$ cat src/rtl/serial_adder.sv
// serial_adder: bit-serial adder. It accepts two WIDTH-bit operands on a
// valid/ready handshake, adds them LSB-first one bit per clock with a
// full adder built from two half adders and a registered carry, and
// returns the sum and carry-out on a second valid/ready handshake.
//
// Optional feature macro: SERIAL_ADDER_SUB_EN
//   When defined, a 'sub' port is added. With sub=1 the block computes
//   (a - b) mod 2^WIDTH as a + ~b + 1, and carry=1 means "no borrow".

module serial_adder #(
    parameter int WIDTH = 8
) (
    input  logic             clk,
    input  logic             rst_n,
    input  logic             in_valid,
    output logic             in_ready,
    input  logic [WIDTH-1:0] a,
    input  logic [WIDTH-1:0] b,
`ifdef SERIAL_ADDER_SUB_EN
    input  logic             sub,
`endif
    output logic             out_valid,
    input  logic             out_ready,
    output logic [WIDTH-1:0] sum,
    output logic             carry,
    output logic             busy
);

    localparam int CNT_W = (WIDTH > 1) ? $clog2(WIDTH) : 1;
    localparam logic [CNT_W-1:0] LAST_BIT = CNT_W'(WIDTH - 1);

    typedef enum logic [1:0] {
        IDLE = 2'd0,
        RUN  = 2'd1,
        DONE = 2'd2
    } state_e;

    state_e           state_q, state_d;
    logic [WIDTH-1:0] a_q, a_d;
    logic [WIDTH-1:0] b_q, b_d;
    logic [WIDTH-1:0] sum_q, sum_d;
    logic [CNT_W-1:0] cnt_q, cnt_d;
    logic             cr_q, cr_d;

    // Operand B and the initial carry as loaded on the input handshake.
    logic [WIDTH-1:0] b_load;
    logic             cr_init;

`ifdef SERIAL_ADDER_SUB_EN
    // Two's-complement subtraction: invert B and inject a carry-in of 1.
    assign b_load  = sub ? ~b : b;
    assign cr_init = sub;
`else
    assign b_load  = b;
    assign cr_init = 1'b0;
`endif

    // Full-adder cell: two half adders on the current LSBs plus the registered carry.
    logic s0, c0, s_bit, c1;
    assign s0    = a_q[0] ^ b_q[0];
    assign c0    = a_q[0] & b_q[0];
    assign s_bit = s0 ^ cr_q;
    assign c1    = s0 & cr_q;

    // Next-state and datapath update for the IDLE/RUN/DONE sequence.
    always_comb begin
        // NOTE: every signal gets a default first so no path leaves it unassigned (no latches).
        state_d = state_q;
        a_d     = a_q;
        b_d     = b_q;
        sum_d   = sum_q;
        cnt_d   = cnt_q;
        cr_d    = cr_q;

        case (state_q)
            IDLE: begin
                if (in_valid) begin
                    a_d     = a;
                    b_d     = b_load;
                    cnt_d   = '0;
                    cr_d    = cr_init;
                    state_d = RUN;
                end
            end
            RUN: begin
                cr_d  = c0 | c1;
                // Sum bits enter at the MSB so after WIDTH shifts bit 0 is the first result bit.
                sum_d = {s_bit, sum_q[WIDTH-1:1]};
                a_d   = a_q >> 1;
                b_d   = b_q >> 1;
                cnt_d = cnt_q + CNT_W'(1);
                if (cnt_q == LAST_BIT) begin
                    state_d = DONE;
                end
            end
            DONE: begin
                if (out_ready) begin
                    state_d = IDLE;
                end
            end
            default: begin
                state_d = IDLE;
            end
        endcase
    end

    // State and datapath registers; reset clears everything so no stale result is shown.
    always_ff @(posedge clk or negedge rst_n) begin
        // NOTE: the datapath registers are reset too, because sum/carry are visible outputs.
        if (!rst_n) begin
            state_q <= IDLE;
            a_q     <= '0;
            b_q     <= '0;
            sum_q   <= '0;
            cnt_q   <= '0;
            cr_q    <= 1'b0;
        end else begin
            // NOTE: non-blocking assignments so all registers update from the same old values.
            state_q <= state_d;
            a_q     <= a_d;
            b_q     <= b_d;
            sum_q   <= sum_d;
            cnt_q   <= cnt_d;
            cr_q    <= cr_d;
        end
    end

    // Outputs come straight from registers or state decode.
    assign in_ready  = (state_q == IDLE);
    assign out_valid = (state_q == DONE);
    assign busy      = (state_q != IDLE);
    assign sum       = sum_q;
    assign carry     = cr_q;

endmodule

$ cat config.mk
export PLATFORM = sky130hd
export DESIGN_NAME = serial_adder
export DESIGN_NICKNAME = d
export VERILOG_FILES = /design/src/rtl/serial_adder.sv
export SDC_FILE = /design/constraint.sdc
export NUM_CORES = 1
export LEC_CHECK = 0
export CAP_MARGIN = 20
export CORE_MARGIN = 2
export CORE_UTILIZATION = 40
export CTS_CLUSTER_DIAMETER = 60
export DETAILED_ROUTE_END_ITERATION = 10
export DONT_BUFFER_PORTS = 1
export PLACE_DENSITY = 0.51
export SKIP_LAST_GASP = 1
export SLEW_MARGIN = 20
export SYNTH_ARGS = -nofsm -noshare
export SYNTH_HDL_FRONTEND = slang
export SYNTH_SLANG_ARGS = --single-unit
$ cat constraint.sdc
create_clock -name clk -period 3.8 [get_ports clk]
set_input_delay 0.76 -clock clk [delete_from_list [all_inputs] [get_ports clk]]
set_output_delay 0.76 -clock clk [all_outputs]
set_load 0.1 [all_outputs]
==> results of run 1 <==
-- worst max-delay path, cell delays in order, from the launching register on --
cell and delay (ns):
dfrtp_1 0.38, or2_2 0.53, inv_1 0.69
-- cell type report --
class / instances / share of cell area [%]
Inverter: 13 / 3.09
Sequential cell: 30 / 47.6
Timing Repair Buffer: 3 / 1.43
Clock buffer: 7 / 4.84
Tap cell: 48 / 3.81
Multi-Input combinational cell: 68 / 39.3
-- through the flow --
step / util [%] / setup WS (ns) / cell area (um2) / instances / hold slack (ns)
3_5_place_dp: 41.3 / 1.46 / 1500 / 162 / 0.465
2_1_floorplan: - / 1.11 / 1500 / 122 / 0.457
4_1_cts: 43.4 / 1.15 / 1580 / 169 / 0.164
5_1_grt: 43.4 / 1.12 / 1580 / 169 / 0.150
6_report: 43.4 / 1.16 / 1580 / 169 / 0.173
3_3_place_gp: 41.3 / 1.46 / 1500 / 162 / 0.465
-- kinds of logic after synthesis --
family	after synthesis	share of synthesized area [%]
AOI/OAI and AO/OA	23	13.1
adders and majority gates	3	3.00
muxes	9	7.09
buffers and inverters	24	8.84
and+or+nand+nor	33	17.9
DFF	30	50.0
-- registers in the layout, summed over array words and instances (netlist names) --
name	cells
state_q	2
a_q	8
sum	8
cnt_q	3
b_q	8
carry	1
-- layout by cell type, fill, tap and decap left out, drive strengths merged --
master / instances
nor2b: 2
o22ai: 1
ha: 2
o21ba: 1
a211o: 2
a22o: 3
or4b: 5
o21bai: 1
a21oi: 1
nor4b: 9
mux2i: 2
a211oi: 9
clkbuf: 7
or2: 1
nor3b: 11
buf: 3
o221a: 5
inv: 13
fa: 1
dfrtp: 30
nand2b: 3
mux2: 7
nor4bb: 2
-- path summary, 6_finish.rpt --
check | slack, ns | endpoint
max reg2reg | 1.90 | sum[7]$_DFFE_PN0N_
min | 0.17 | b_q[0]$_DFFE_PN0P_
max | 1.16 | in_ready
min in group clk | 0.50 | cnt_q[0]$_DFFE_PN0P_
min reg2reg | 0.50 | cnt_q[0]$_DFFE_PN0P_
max in group asynchronous | 3.55 | cnt_q[0]$_DFFE_PN0P_
-- layer usage --
layer  part of all wire [%]  vias to the layer above  wire, um
met1                     47                      491      1390
met3                    5.9                        2       177
met5                      0                        -         0
met2                     47                       25      1410
li1                       -                      444         -
met4                   0.27                        0         8
==> results.yml, run 1 <==
outcome:
  status: "finished clean"
logic_synthesis:
  ys_ff_latch: 30
  syn-num-nets: 145
  synth.most_common_cell: "dfrtp_1"
  synth.area.top_cells: "dfrtp_1 50%, nor3b_1 5.5%, nor4b_1 5.3%"
  syn_area_um2: 1500
  yosys.area.top_type: "dfrtp_1"
  yosys_most_used_dff: "dfrtp_1"
  synthArstFlopShare_pct: 100
  ys_seq_area_share_pct: 50.0
  ys_warn_count: 0
  ys_types: 27
  yosysTopAreaCellShare_pct: 50.0
  synth_edf_count: 0
  yosys-top-cells-count: "30 x dfrtp_1, 13 x inv_1, 11 x nor3b_1"
  avgSynthCellArea_um2: 12.3
  postSynthCellCount: 122
floorplan:
  die_height_um: 65.2
  die_w_um: 65.2
  core_um2: 3630
  io_pins: 32
  initial_core_util_pct: 41.3
  rows: 22
  dieArea_um2: 4260
finish:
  fillCellCount: 363
  regArea_um2: 751
  area_delta_synth_final_pct: 5.17
  n_antenna_cell: 0
  final_nets: 144
  layout-drive-gt1-share_pct: 19.0
  multi_input_area_um2: 619
timing:
  skew_ns: 0.00655
  fin_crit_ns: 2.64
  fin_setup_tns_ns: 0
  setup_viol: 0
  fmax_mhz: 378
  worst_pin_slew_ns: 0.933
  rsz0062_at_grt: "false"
  final-hold-violation-count: 0
  drv_slew: 0
  max_slew_margin_pct: 37.8
  finalCritPeriodShare_pct: 69.5
clock_tree:
  clock_sinks: 30
  h-tree-depth: 2
  cts.path.max_buffers: 2
  cts_tree: "yes"
  clk_pin_slew_ns: 0.06
  insertion_delay_ns: 0.28
  cts_setup_buffers: 0
  hold_buffers: 0
  post_cts_resize_count: 0
  clockRootBuffer: "clkbuf_8"
  cts_buffers: 5
setup_path:
  critPathLaunchType: "register"
  worst_r2r_path_depth: 3
  crit_fanout: 2
  path_class: "reg2out"
  end_kind: "primary output"
  critPathRequiredTime_ns: 3.04
  regToRegStartpoint: "carry$_DFFE_PN0P_"
  arrival_ns: 1.88
  crit_start: "state_q[1]$_DFFE_PN0P_"
grt:
  grt_pass1_wl_um: 4730
  grt-busiest-layer: "met2"
  grt_pass1_vias: 960
  use_met1_pct: 19.4
  antenna_found_initial: 0
  grtUsageMet2_pct: 23.2
  grt_max_degree: 35
  grtUsageTotal_pct: 15.2
  grtUsageMet3_pct: 6.68
  overflow: 0
detailed_routing:
  drtPass1Iterations: 4
  wirelength_um: 2990
  vias: 962
  drc_errors: 0
  avgRoutedWirePerCell_um: 17.7
  via_per_inst: 5.69
  drt-initial-drc-count: 38
  final_antenna_net_count: 0
worst_hold_path:
  min_path_type: "in2async"
placement:
  dp_hpwl_um: 1950
  place.gp.congestion: 0.653
  placement.io_buffers: 0
run:
  maxCapViolations: 0
Power of run 1 is not shown: default switching activity piles up to over one toggle a cycle in this logic, so the estimate is an artifact.
==> inputs of run 2 (changes only) <==
Settings changed: PLACE_DENSITY 0.51 to 0.53.
Clock period 3.8 ns to 2.2 ns, I/O delays scaled along.
==> run 2 against run 1 <==
Global-route usage decreased by 0.62 points. Largest cell class unchanged. Sequential share of layout area decreased by 4.5 points. Clock-buffer cell count decreased by 1. Routed wire length decreased by 6.8%.
==> results.yml, run 2 (synthesized netlist as in run 1, its figures left out) <==
outcome:
  status: "finished clean"
timing:
  max_slew_margin_pct: 37.6
  worst_pin_slew_ns: 0.937
  final-hold-violation-count: 0
  setup_ws_ns: 0.311
  setup_viol: 0
  fin_crit_ns: 1.89
  drv_slew: 0
  fmax_mhz: 529
  finalCritPeriodShare_pct: 85.9
  fin_setup_tns_ns: 0
  rsz0062_at_grt: "false"
  skew_ns: 0.00952
clock_tree:
  clk_pin_slew_ns: 0.06
  cts_tree: "yes"
  h-tree-depth: 2
  clockRootBuffer: "clkbuf_8"
  clock_sinks: 30
  cts_buffers: 5
  cts.path.max_buffers: 2
  insertion_delay_ns: 0.29
  post_cts_resize_count: 0
placement:
  dp.cells: 167
  placement.io_buffers: 0
  place.gp.congestion: 0.684
  dp_hpwl_um: 1910
  dpl_worst_slack_ns: 0.543
floorplan:
  rows: 22
  core_um2: 3630
  die_height_um: 65.2
  die_w_um: 65.2
  io_pins: 32
  initial_core_util_pct: 41.3
  dieArea_um2: 4260
detailed_routing:
  drc_errors: 0
  vias: 975
  drtPass1Iterations: 2
  wirelength_um: 2790
  avgRoutedWirePerCell_um: 15.8
  via_per_inst: 5.51
  final_antenna_net_count: 0
  drt-initial-drc-count: 24
grt:
  grt_pass1_vias: 968
  grt_pass1_wl_um: 4600
  overflow: 0
  grtUsageTotal_pct: 14.6
  antenna_found_initial: 0
  grt_max_degree: 31
finish:
  regArea_um2: 751
  final_cell_mix: "30 x dfrtp_1, 12 x inv_1, 11 x nor3b_1"
  layout-drive-gt1-share_pct: 25.6
  final_util_pct: 48.0
  area_delta_synth_final_pct: 16.2
  n_antenna_cell: 0
  final_common_cell: "dfrtp_1"
  fin_cells: 177
  fillCellCount: 357
  multi_input_area_um2: 622
  final_nets: 151
setup_path:
  cp_slowest_cell: "dfrtp_1"
  crit_chain: "or2_4, buf_4"
  path_class: "reg2out"
  slowest_delay_ns: 0.64
  critical_path.endpoint: "busy"
  critPathLaunchType: "register"
  arrival_ns: 1.45
  reg2reg_to: "a_q[3]$_DFFE_PN0P_"
  r2r_setup_slack_ns: 0.56
  crit_fanout: 17
  regToRegStartpoint: "state_q[0]$_DFFE_PN0P_"
  worst_r2r_path_depth: 2
  critPathRequiredTime_ns: 1.76
  crit_start: "state_q[0]$_DFFE_PN0P_"
  end_kind: "primary output"
run:
  maxCapViolations: 0
worst_hold_path:
  min_path_type: "in2reg"
-- run 2: changes by cell type in the layout (fill, tap and decap cells not counted) --
cell           previous run  this run
buf_12                    0         3
buf_4                     3         6
bufinv_16                 0         2
clkbuf_1                  2         0
clkbuf_8                  5         6
clkinvlp_4                0         1
dlygate4sd3_1             0         1
inv_1                    13        12
or2_2                     1         0
or2_4                     0         1
-- run 2: worst min-delay path by stage --
| stage | from | endpoint | slack, ns | cells past startpoint |
|---|---|---|---|---|
| 2_1_floorplan | rst_n | a_q[0]$_DFFE_PN0P_ | 0.14 | 0 |
| 3_3_place_gp | rst_n | sum[0]$_DFFE_PN0N_ | 0.15 | 0 |
| 3_5_place_dp | rst_n | sum[1]$_DFFE_PN0N_ | 0.15 | 0 |
| 4_1_cts | in_valid | state_q[0]$_DFFE_PN0P_ | 0.29 | 2 |
| 5_1_grt | in_valid | state_q[0]$_DFFE_PN0P_ | 0.33 | 2 |
| 6_report | in_valid | state_q[0]$_DFFE_PN0P_ | 0.30 | 2 |
-- run 2: layer usage --
layer  GRT usage (%)  up-vias  wire length, um
met3            5.82        8              169
met5               0        -                0
met2            21.9       24             1300
met1            17.6      488             1260
met4            8.59        0               63
li1                -      455                -
-- run 2: area by class of cell --
type | count | area share, %
inverters | 13 | 3.02
clock inverters | 2 | 3.45
repair buffers | 10 | 6.60
multi-input cells | 68 | 35.7
flip-flops and latches | 30 | 43.1
clock buffers | 6 | 4.74
well taps | 48 | 3.45
-- run 2: what timing repair did --
action | CTS | global route
hold buffers | 2 | 0
setup buffers | 0 | 0
endpoints found under the hold margin | 30 | 0
-- run 2: metrics by stage --
stage | instance area (um2) | hold slack (ns)
final | 1740 | 0.304
after global routing | 1740 | 0.327
after CTS | 1740 | 0.293
after detailed placement | 1570 | 0.145
after global placement | 1570 | 0.145
after floorplan | 1510 | 0.144
-- run 2: critical path: cells and delay by family, from the launching register on --
| kind | cells | cell delay [ns] |
|---|---|---|
| DFF | 1 | 0.64 |
| buffers and inverters | 1 | 0.29 |
| and+or+nand+nor | 1 | 0.24 |
Power of run 2 is left out for the same reason.
==> inputs of run 3 (changes only) <==
Settings changed: CTS_BUF_LIST from default to sky130_fd_sc_hd__clkbuf_2 sky130_fd_sc_hd__clkbuf_4 sky130_fd_sc_hd__clkbuf_8.
==> results of run 3 <==
The final DEF is identical to that of run 2; final timing and power are the same.
Power of run 3 is left out for the same reason.
